[config.mk]
export PLATFORM = sky130hd
export DESIGN_NAME = if_id_queue
export DESIGN_NICKNAME = d
export VERILOG_FILES = /design/src/rtl/if_id_queue.sv
export SDC_FILE = /design/constraint.sdc
export NUM_CORES = 1
export LEC_CHECK = 0
export ABC_AREA = 0
export CORE_MARGIN = 2
export CORE_UTILIZATION = 30
export DETAILED_ROUTE_END_ITERATION = 6
export PLACE_DENSITY = 0.52
export SYNTH_ARGS = -nofsm -noshare
export SYNTH_HDL_FRONTEND = slang
export SYNTH_SLANG_ARGS = --single-unit
[constraint.sdc]
create_clock -name clk -period 10.1 [get_ports clk]
set_clock_uncertainty 0.2 [all_clocks]
set_input_delay 2.02 -clock clk [delete_from_list [all_inputs] [get_ports clk]]
set_output_delay 2.02 -clock clk [all_outputs]
set_load 0.01 [all_outputs]
[src/rtl/if_id_queue.sv]
// Fetch-to-decode buffer: owns the fetch PC, sequences the fetcher request/done/ack
// handshake and queues fetched instructions for decode. `IF_ID_PERF_EN adds perf counters.
module if_id_queue #(
    parameter logic [63:0] RESET_PC = 64'h0,
    parameter int unsigned DEPTH    = 2
) (
    input  logic        clk,
    input  logic        reset,
    output logic        fetch_enable,
    output logic [63:0] pc_current,
    output logic [63:0] target_address,
    output logic        select_target,
    output logic        if_id_pipeline_valid,
    input  logic        fetcher_done,
    input  logic [63:0] instruction_out,
    input  logic [63:0] address_out,
    input  logic        redirect_valid,
    input  logic [63:0] redirect_pc,
    output logic        id_valid,
    input  logic        id_ready,
    output logic [31:0] id_instr,
    output logic [63:0] id_pc,
`ifdef IF_ID_PERF_EN
    output logic [63:0] perf_fetches,
    output logic [31:0] perf_discards,
    output logic [63:0] perf_full_stalls,
`endif
    output logic [1:0]  dbg_state
);
    localparam int unsigned PW = (DEPTH > 1) ? $clog2(DEPTH) : 1;
    localparam int unsigned CW = $clog2(DEPTH + 1);
    localparam logic [CW-1:0] DEPTH_C = CW'(DEPTH);

    typedef enum logic [1:0] {IDLE, FETCH, DRAIN, ACK} state_e;

    state_e        state_q, state_d;
    logic [63:0]   pc_q, pc_d;
    logic [63:0]   fetch_addr_q, fetch_addr_d;
    logic [31:0]   instr_mem_q [DEPTH];
    logic [63:0]   pc_mem_q    [DEPTH];
    logic [PW-1:0] wr_ptr_q, rd_ptr_q;
    logic [CW-1:0] count_q, count_d;
    logic          push, pop, discard;
    logic          unused_ok;

    // Address echo and upper data half are informational only.
    assign unused_ok = ^{address_out, instruction_out[63:32]};

    // Decode handshake: the head transfers on a cycle where id_valid && id_ready; a
    // redirect in the same cycle voids the transfer because the whole FIFO is flushed.
    assign pop = id_valid && id_ready && !redirect_valid;

    always_comb begin
        state_d      = state_q;
        pc_d         = pc_q;
        fetch_addr_d = fetch_addr_q;
        push         = 1'b0;
        discard      = 1'b0;
        case (state_q)
            IDLE: begin
                if (!redirect_valid && count_q < DEPTH_C) begin
                    state_d      = FETCH;
                    fetch_addr_d = pc_q;
                end
            end
            FETCH: begin
                if (fetcher_done) begin
                    state_d = ACK;
                    if (redirect_valid) begin
                        discard = 1'b1;
                    end else begin
                        push = 1'b1;
                        pc_d = pc_q + 64'd4;
                    end
                end else if (redirect_valid) begin
                    state_d = DRAIN;
                end
            end
            DRAIN: begin
                if (fetcher_done) begin
                    state_d = ACK;
                    discard = 1'b1;
                end
            end
            ACK: begin
                state_d = IDLE;
                if (!redirect_valid && (count_q - CW'(pop)) < DEPTH_C) begin
                    state_d      = FETCH;
                    fetch_addr_d = pc_q;
                end
            end
            default: state_d = IDLE;
        endcase
        if (redirect_valid) begin
            pc_d = redirect_pc;
        end
    end

    always_comb begin
        count_d = count_q + CW'(push) - CW'(pop);
        if (redirect_valid) begin
            count_d = '0;
        end
    end

    always_ff @(posedge clk) begin
        if (reset) begin
            state_q      <= IDLE;
            pc_q         <= RESET_PC;
            fetch_addr_q <= RESET_PC;
            wr_ptr_q     <= '0;
            rd_ptr_q     <= '0;
            count_q      <= '0;
            for (int i = 0; i < int'(DEPTH); i++) begin
                instr_mem_q[i] <= '0;
                pc_mem_q[i]    <= '0;
            end
        end else begin
            state_q      <= state_d;
            pc_q         <= pc_d;
            fetch_addr_q <= fetch_addr_d;
            count_q      <= count_d;
            if (push) begin
                instr_mem_q[wr_ptr_q] <= instruction_out[31:0];
                pc_mem_q[wr_ptr_q]    <= pc_q;
                wr_ptr_q              <= wr_ptr_q + PW'(1);
            end
            if (pop) begin
                rd_ptr_q <= rd_ptr_q + PW'(1);
            end
            if (redirect_valid) begin
                wr_ptr_q <= '0;
                rd_ptr_q <= '0;
            end
        end
    end

    // A fetch only starts with a free slot, so a push can never meet a full FIFO.
    always_ff @(posedge clk) begin
        if (!reset) begin
            assert (!(push && count_q == DEPTH_C));
        end
    end

    assign fetch_enable         = (state_q != IDLE);
    assign if_id_pipeline_valid = (state_q == ACK);
    assign pc_current           = fetch_addr_q;
    assign target_address       = fetch_addr_q;
    assign select_target        = 1'b0;
    assign id_valid             = (count_q != '0);
    assign id_instr             = instr_mem_q[rd_ptr_q];
    assign id_pc                = pc_mem_q[rd_ptr_q];
    assign dbg_state            = state_q;

`ifdef IF_ID_PERF_EN
    logic [63:0] perf_fetches_q, perf_full_stalls_q;
    logic [31:0] perf_discards_q;

    always_ff @(posedge clk) begin
        if (reset) begin
            perf_fetches_q     <= '0;
            perf_discards_q    <= '0;
            perf_full_stalls_q <= '0;
        end else begin
            if (push && perf_fetches_q != '1) begin
                perf_fetches_q <= perf_fetches_q + 64'd1;
            end
            if (discard && perf_discards_q != '1) begin
                perf_discards_q <= perf_discards_q + 32'd1;
            end
            if (state_q == IDLE && count_q == DEPTH_C && perf_full_stalls_q != '1) begin
                perf_full_stalls_q <= perf_full_stalls_q + 64'd1;
            end
        end
    end

    assign perf_fetches     = perf_fetches_q;
    assign perf_discards    = perf_discards_q;
    assign perf_full_stalls = perf_full_stalls_q;
`endif
endmodule
==> impl_metrics.env, run 1 <==
export IMPL_rr_worst_depth=6
export IMPL_outcome="complete, no violations"
export IMPL_avgSynthCellArea_um2=10.6
export IMPL_cts_sinks=327
export IMPL_yosysSeqAreaShare_pct=55.6
export IMPL_yosys_most_used_dff="edfxtp_1"
export IMPL_cp_max_fo=34
export IMPL_synthCells=1436
export IMPL_die_area_mm2=0.0526
export IMPL_holdPathStages=2
export IMPL_synthXorXnorAreaFrac_pct=2.01
export IMPL_nets=1838
export IMPL_synth_cell_types=50
export IMPL_crit_type="primary input to flop"
export IMPL_place_congestion=0.826
export IMPL_synth_top_family_by_area="simple AND/OR/NAND/NOR gates"
export IMPL_hold_buffers=0
export IMPL_insertion_delay_ns=0.56
export IMPL_power_density_mw_per_mm2=183
export IMPL_setup_tns_ns=0
export IMPL_hold_start="pc_current[58]"
export IMPL_synth_fa_ha_area_share_pct=0.657
export IMPL_max_cap_violations=0
export IMPL_cts_tree="yes"
export IMPL_antenna_found_initial=5
export IMPL_start_util_pct=30.3
export IMPL_track_usage_pct=18.2
export IMPL_synth_seq_cells=327
export IMPL_grt_pass1_vias=11438
export IMPL_numCtsBuffers=39
export IMPL_layout_area_overhead_vs_synth_pct=30.2
export IMPL_multiInputGateArea_mm2=0.00578
export IMPL_die_w_um=229
export IMPL_cp_start_kind="primary input"
export IMPL_finalCritPeriodShare_pct=58.0
export IMPL_ios=427
export IMPL_postCtsSetupRepairBufs=0
export IMPL_rsz0062_at_grt="no"
export IMPL_cts_htree_levels=2
export IMPL_grt_pass1_wl_um=73300
export IMPL_cts_path_max_buffers=3
export IMPL_final_max_slew_viol_count=0
export IMPL_drt_total_wl_um=48900
export IMPL_viasPerCell=4.95
export IMPL_synth_edf_count=192
export IMPL_num_rows=82
export IMPL_period_minus_slack_ns=5.86
export IMPL_grt_start_max_net_pins=107
export IMPL_regArea_mm2=0.00848
export IMPL_r2r_slack_ns=5.59
export IMPL_synth_compound_area_share_pct=7.17
export IMPL_dr_pass1_iters=6
export IMPL_dp_cells=2264
export IMPL_synth_mux_area_share_pct=7.49
export IMPL_ir_worst_vdd_uv=131
export IMPL_finalHoldViolCount=0
export IMPL_yosys_area_share_simple_pct=20.4
export IMPL_clockRootBuffer="clkbuf_16"
export IMPL_core_mm2=0.0502
export IMPL_place_hpwl_um=31600
export IMPL_holdPathEnd="pc_current[58]"
export IMPL_worst_hold_slack_ns=0.273
export IMPL_p_leak_nw=7.14
export IMPL_clk_pin_slew_ns=0.06
export IMPL_reg2reg_to="instr_mem_q[0][10]"
export IMPL_endpoint_kind="flop"
export IMPL_min_path_type="flop to flop"
export IMPL_routedWlPerCell_um=20.8
export IMPL_dr_total_vias=11609
export IMPL_finalNonFillerCells=2346
export IMPL_syn_area_mm2=0.0152
export IMPL_fp_dieH_um=229
export IMPL_final_util_pct=39.5
export IMPL_arrival_ns=5.85
export IMPL_route_antenna_remaining_nets=0
export IMPL_drt_iter0_drc=820
export IMPL_worst_pin_slew_ns=1.19
export IMPL_crit_required_ns=10.09
export IMPL_io_buffers=329
export IMPL_drc=0
export IMPL_synth_warnings=0
export IMPL_drive_gt1_share_pct=11.2
export IMPL_grt_ovfl_total=0
export IMPL_syn_num_nets=1641
export IMPL_reg2reg_from="dbg_state[1]"
export IMPL_clock_fmax_mhz=171
export IMPL_fillerInstances=4858
export IMPL_setup_violations=0
export IMPL_cts_resized=0
export IMPL_maxSlewHeadroom_pct=20.7
export IMPL_synthArstFlopShare_pct=0
## worst max-delay path by stage
stage	start	to	slack, ns	cells after the start
finish	fetcher_done	instr_mem_q[0][10]	4.24	5
global route	fetcher_done	pc_mem_q[0][18]	3.99	5
CTS	fetcher_done	instr_mem_q[0][10]	4.07	5
detailed placement	fetcher_done	instr_mem_q[0][30]	3.50	5
global placement	fetcher_done	instr_mem_q[0][10]	3.44	5
floorplan	fetcher_done	instr_mem_q[0][0]	2.28	5
## critical path, cell delays in order
cell             delay (ns)
clkdlybuf4s50_1        0.73
and2_1                 0.57
nand3_1                0.72
o21ai_4                1.18
buf_4                  0.59
## cells in the mapped netlist, types with 4 or more instances
cell	n	share of area [%]
nor4_1	14	0.58
xnor2_1	23	1.3
a211oi_1	28	1.4
inv_1	12	0.30
buf_1	13	0.32
nand4_1	33	1.4
nand2_1	184	4.5
mux2_2	96	7.1
a311oi_1	14	0.81
buf_4	65	3.2
xor2_1	12	0.69
or4_1	10	0.49
o211ai_1	8	0.39
and3_1	106	4.4
or3_1	10	0.41
nand3_1	25	0.82
ha_1	8	0.66
clkbuf_1	89	2.2
nor3_1	23	0.76
mux2i_1	6	0.39
and4_1	12	0.69
nor2_1	63	1.6
edfxtp_1	192	38
buf_2	19	0.62
a31oi_1	4	0.16
dfxtp_1	135	18
o31ai_1	7	0.35
a21oi_1	83	2.7
and2_1	96	3.9
o21ai_0	16	0.53
## cell usage in the layout, fill, tap and decap left out, drive strengths merged, types with 15 or more instances in the layout
cell type	netlist	final
nand4	34	34
xnor2	23	23
and2	96	96
nand3	26	26
clkbuf	89	58
a211oi	28	28
inv	12	17
nor4	15	15
nand2	184	184
nor3	23	23
clkdlybuf4s50	0	327
a21oi	83	83
mux2	96	96
and3	106	106
dfxtp	135	135
edfxtp	192	192
o21ai	16	16
buf	97	15
nor2	63	63
## routing by layer
layer / global-route usage (%) / part of all wire, % / vias to the layer above
met4: 7.61 / 2.8 / 0
li1: - / - / 5496
met3: 2.81 / 5.6 / 67
met2: 27.4 / 45 / 383
met5: 0 / 0 / -
met1: 25.9 / 47 / 5663
## cell families (layout without fill, tap and decap cells)
kind of cell	Yosys count	count (layout)
AND/OR/NAND/NOR	591	591
multiplexers	102	102
flip-flops	327	327
AO/OA/AOI/OAI	173	173
other	1	12
XOR/XNOR	35	35
buffers and inverters	199	426
adder cells (fa/ha/maj)	8	8
## metrics by stage
step	total power [mW]	instance area, um^2	worst slack (ns)
2_1_floorplan	1.94	15200	2.28
3_3_place_gp	2.25	18500	3.44
3_5_place_dp	2.26	18500	3.50
4_1_cts	3.68	19800	4.07
5_1_grt	3.79	19800	3.99
6_report	3.64	19800	4.24
## final cells by class
| type | instances | share of cell area, % |
|---|---|---|
| Multi-Input combinational cell | 910 | 29.1 |
| Antenna cell | 11 | 0.139 |
| Clock inverter | 13 | 0.644 |
| Tap cell | 672 | 4.24 |
| Timing Repair Buffer | 342 | 17.1 |
| Inverter | 13 | 0.246 |
| Clock buffer | 58 | 5.79 |
| Sequential cell | 327 | 42.7 |
## power by group
group | internal [mW] | switching, mW
Clock | 0.841 | 0.569
Sequential | 1.51 | 0.0923
Combinational | 0.277 | 0.351
Total | 2.62 | 1.01
## sequential cells by signal (all words and copies together) (netlist names), named ones only
register     cells
count_q          2
dbg_state        2
instr_mem_q     64
pc_current      64
pc_mem_q       128
pc_q            64
rd_ptr_q         1
wr_ptr_q         1
No activity file was read; power rests on OpenSTA's default activity.
==> run 2, diff against run 1 <==
==> constraint.sdc (replaced) <==
create_clock -name clk -period 4.7 [get_ports clk]
set_clock_uncertainty 0.2 [all_clocks]
set_input_delay 0.94 -clock clk [delete_from_list [all_inputs] [get_ports clk]]
set_output_delay 0.94 -clock clk [all_outputs]
set_load 0.01 [all_outputs]
==> impl_metrics.env, run 2 (synthesis results as in run 1) <==
export IMPL_die_w_um=229
export IMPL_finalHoldViolCount=0
export IMPL_wl_met3_um=2310
export IMPL_finalCritPeriodShare_pct=82.0
export IMPL_crit_type="flop to output pin"
export IMPL_wl_met2_um=22000
export IMPL_setup_slack_ns=0.846
export IMPL_num_rows=82
export IMPL_route_antenna_remaining_nets=0
export IMPL_drt_total_wl_um=48700
export IMPL_track_usage_pct=18.1
export IMPL_ios=427
export IMPL_start_util_pct=30.3
export IMPL_cts_htree_levels=2
export IMPL_endpoint_kind="output pin"
export IMPL_final_common_cell="clkdlybuf4s50_1"
export IMPL_cts_path_max_buffers=3
export IMPL_grt_pass1_vias=11493
export IMPL_drt_iter0_drc=829
export IMPL_post_place_ws_ns=0.679
export IMPL_fillerInstances=4850
export IMPL_layout_area_overhead_vs_synth_pct=30.8
export IMPL_viasPerCell=4.94
export IMPL_grt_ovfl_total=0
export IMPL_core_mm2=0.0502
export IMPL_grt_pass1_wl_um=73200
export IMPL_largest_register="pc_mem_q"
export IMPL_crit_required_ns=3.56
export IMPL_antenna_found_initial=4
export IMPL_clk_pin_slew_ns=0.06
export IMPL_io_buffers=329
export IMPL_arrival_ns=2.71
export IMPL_maxSlewHeadroom_pct=20.9
export IMPL_die_area_mm2=0.0526
export IMPL_dr_total_vias=11567
export IMPL_largest_reg_flops=128
export IMPL_clockRootBuffer="clkbuf_16"
export IMPL_cp_max_fo=38
export IMPL_top_layer="met5"
export IMPL_fp_dieH_um=229
export IMPL_final_max_slew_viol_count=0
export IMPL_power_density_mw_per_mm2=394
export IMPL_drc=0
export IMPL_p_leak_nw=7.19
export IMPL_cp_start_kind="flop"
export IMPL_numCtsBuffers=39
export IMPL_period_minus_slack_ns=3.85
export IMPL_rsz0062_at_grt="no"
export IMPL_max_cap_violations=0
export IMPL_setup_tns_ns=0
export IMPL_setup_violations=0
export IMPL_cts_resized=0
export IMPL_worst_hold_slack_ns=0.276
export IMPL_worst_pin_slew_ns=1.19
export IMPL_min_path_type="flop to flop"
export IMPL_cts_sinks=327
export IMPL_clock_fmax_mhz=259
export IMPL_postCtsSetupRepairBufs=0
export IMPL_outcome="complete, no violations"
export IMPL_grt_start_max_net_pins=107
export IMPL_final_cell_mix="clkdlybuf4s50_1 (327), edfxtp_1 (192), nand2_1 (182), dfxtp_1 (133), and3_1 (106)"
export IMPL_routedWlPerCell_um=20.8
export IMPL_dr_pass1_iters=5
export IMPL_drive_gt1_share_pct=11.3
export IMPL_place_hpwl_um=31800
export IMPL_hold_buffers=0
export IMPL_wl_met1_um=23000
export IMPL_nets=1846
export IMPL_ir_worst_vdd_uv=242
export IMPL_insertion_delay_ns=0.55
export IMPL_place_congestion=0.826
export IMPL_cts_tree="yes"
## run 2: area by class of cell
type,count,area [um^2],area share [%]
Sequential cell,327,8480,42.6
Multi-Input combinational cell,910,5780,29.0
Timing Repair Buffer,350,3490,17.5
Clock buffer,55,1120,5.62
Tap cell,672,841,4.22
Clock inverter,13,160,0.804
Inverter,13,48.8,0.245
Antenna cell,1,2.50,0.0126
## run 2: final timing paths
| check | slack, ns | endpoint | depth (start not counted) | startpoint |
|---|---|---|---|---|
| max | 0.85 | id_pc[26] | 3 | flop |
| min | 0.28 | pc_current[52] | 2 | pc_current[52] |
| max reg2reg | 1.52 | pc_q[61] | 5 | pc_q[4] |
| min reg2reg | 0.28 | pc_current[52] | 2 | pc_current[52] |
## run 2: metal layers
metal,track usage (%),vias up
li1,-,5480
met1,25.9,5658
met2,27.8,352
met3,2.27,75
met4,6.90,2
met5,0,-
## run 2: metrics by stage
stage,utilization [%],instance area [um^2],total power [mW],cells
4_1_cts,39.7,19900,7.95,2340
2_1_floorplan,-,15200,4.16,1436
3_3_place_gp,37.1,18600,4.85,2272
5_1_grt,39.7,19900,8.16,2341
6_report,39.7,19900,7.84,2341
3_5_place_dp,37.1,18600,4.86,2272
## run 2: critical path, cell delays in order (launching register included)
cell	delay, ns
dfxtp_4	0.73
buf_4	0.46
mux2_2	0.38
clkdlybuf4s50_1	0.53
## run 2: power by group
| group | internal (mW) | switching, mW |
|---|---|---|
| clock network | 1.87 | 1.19 |
| registers | 3.24 | 0.224 |
| logic | 0.611 | 0.716 |
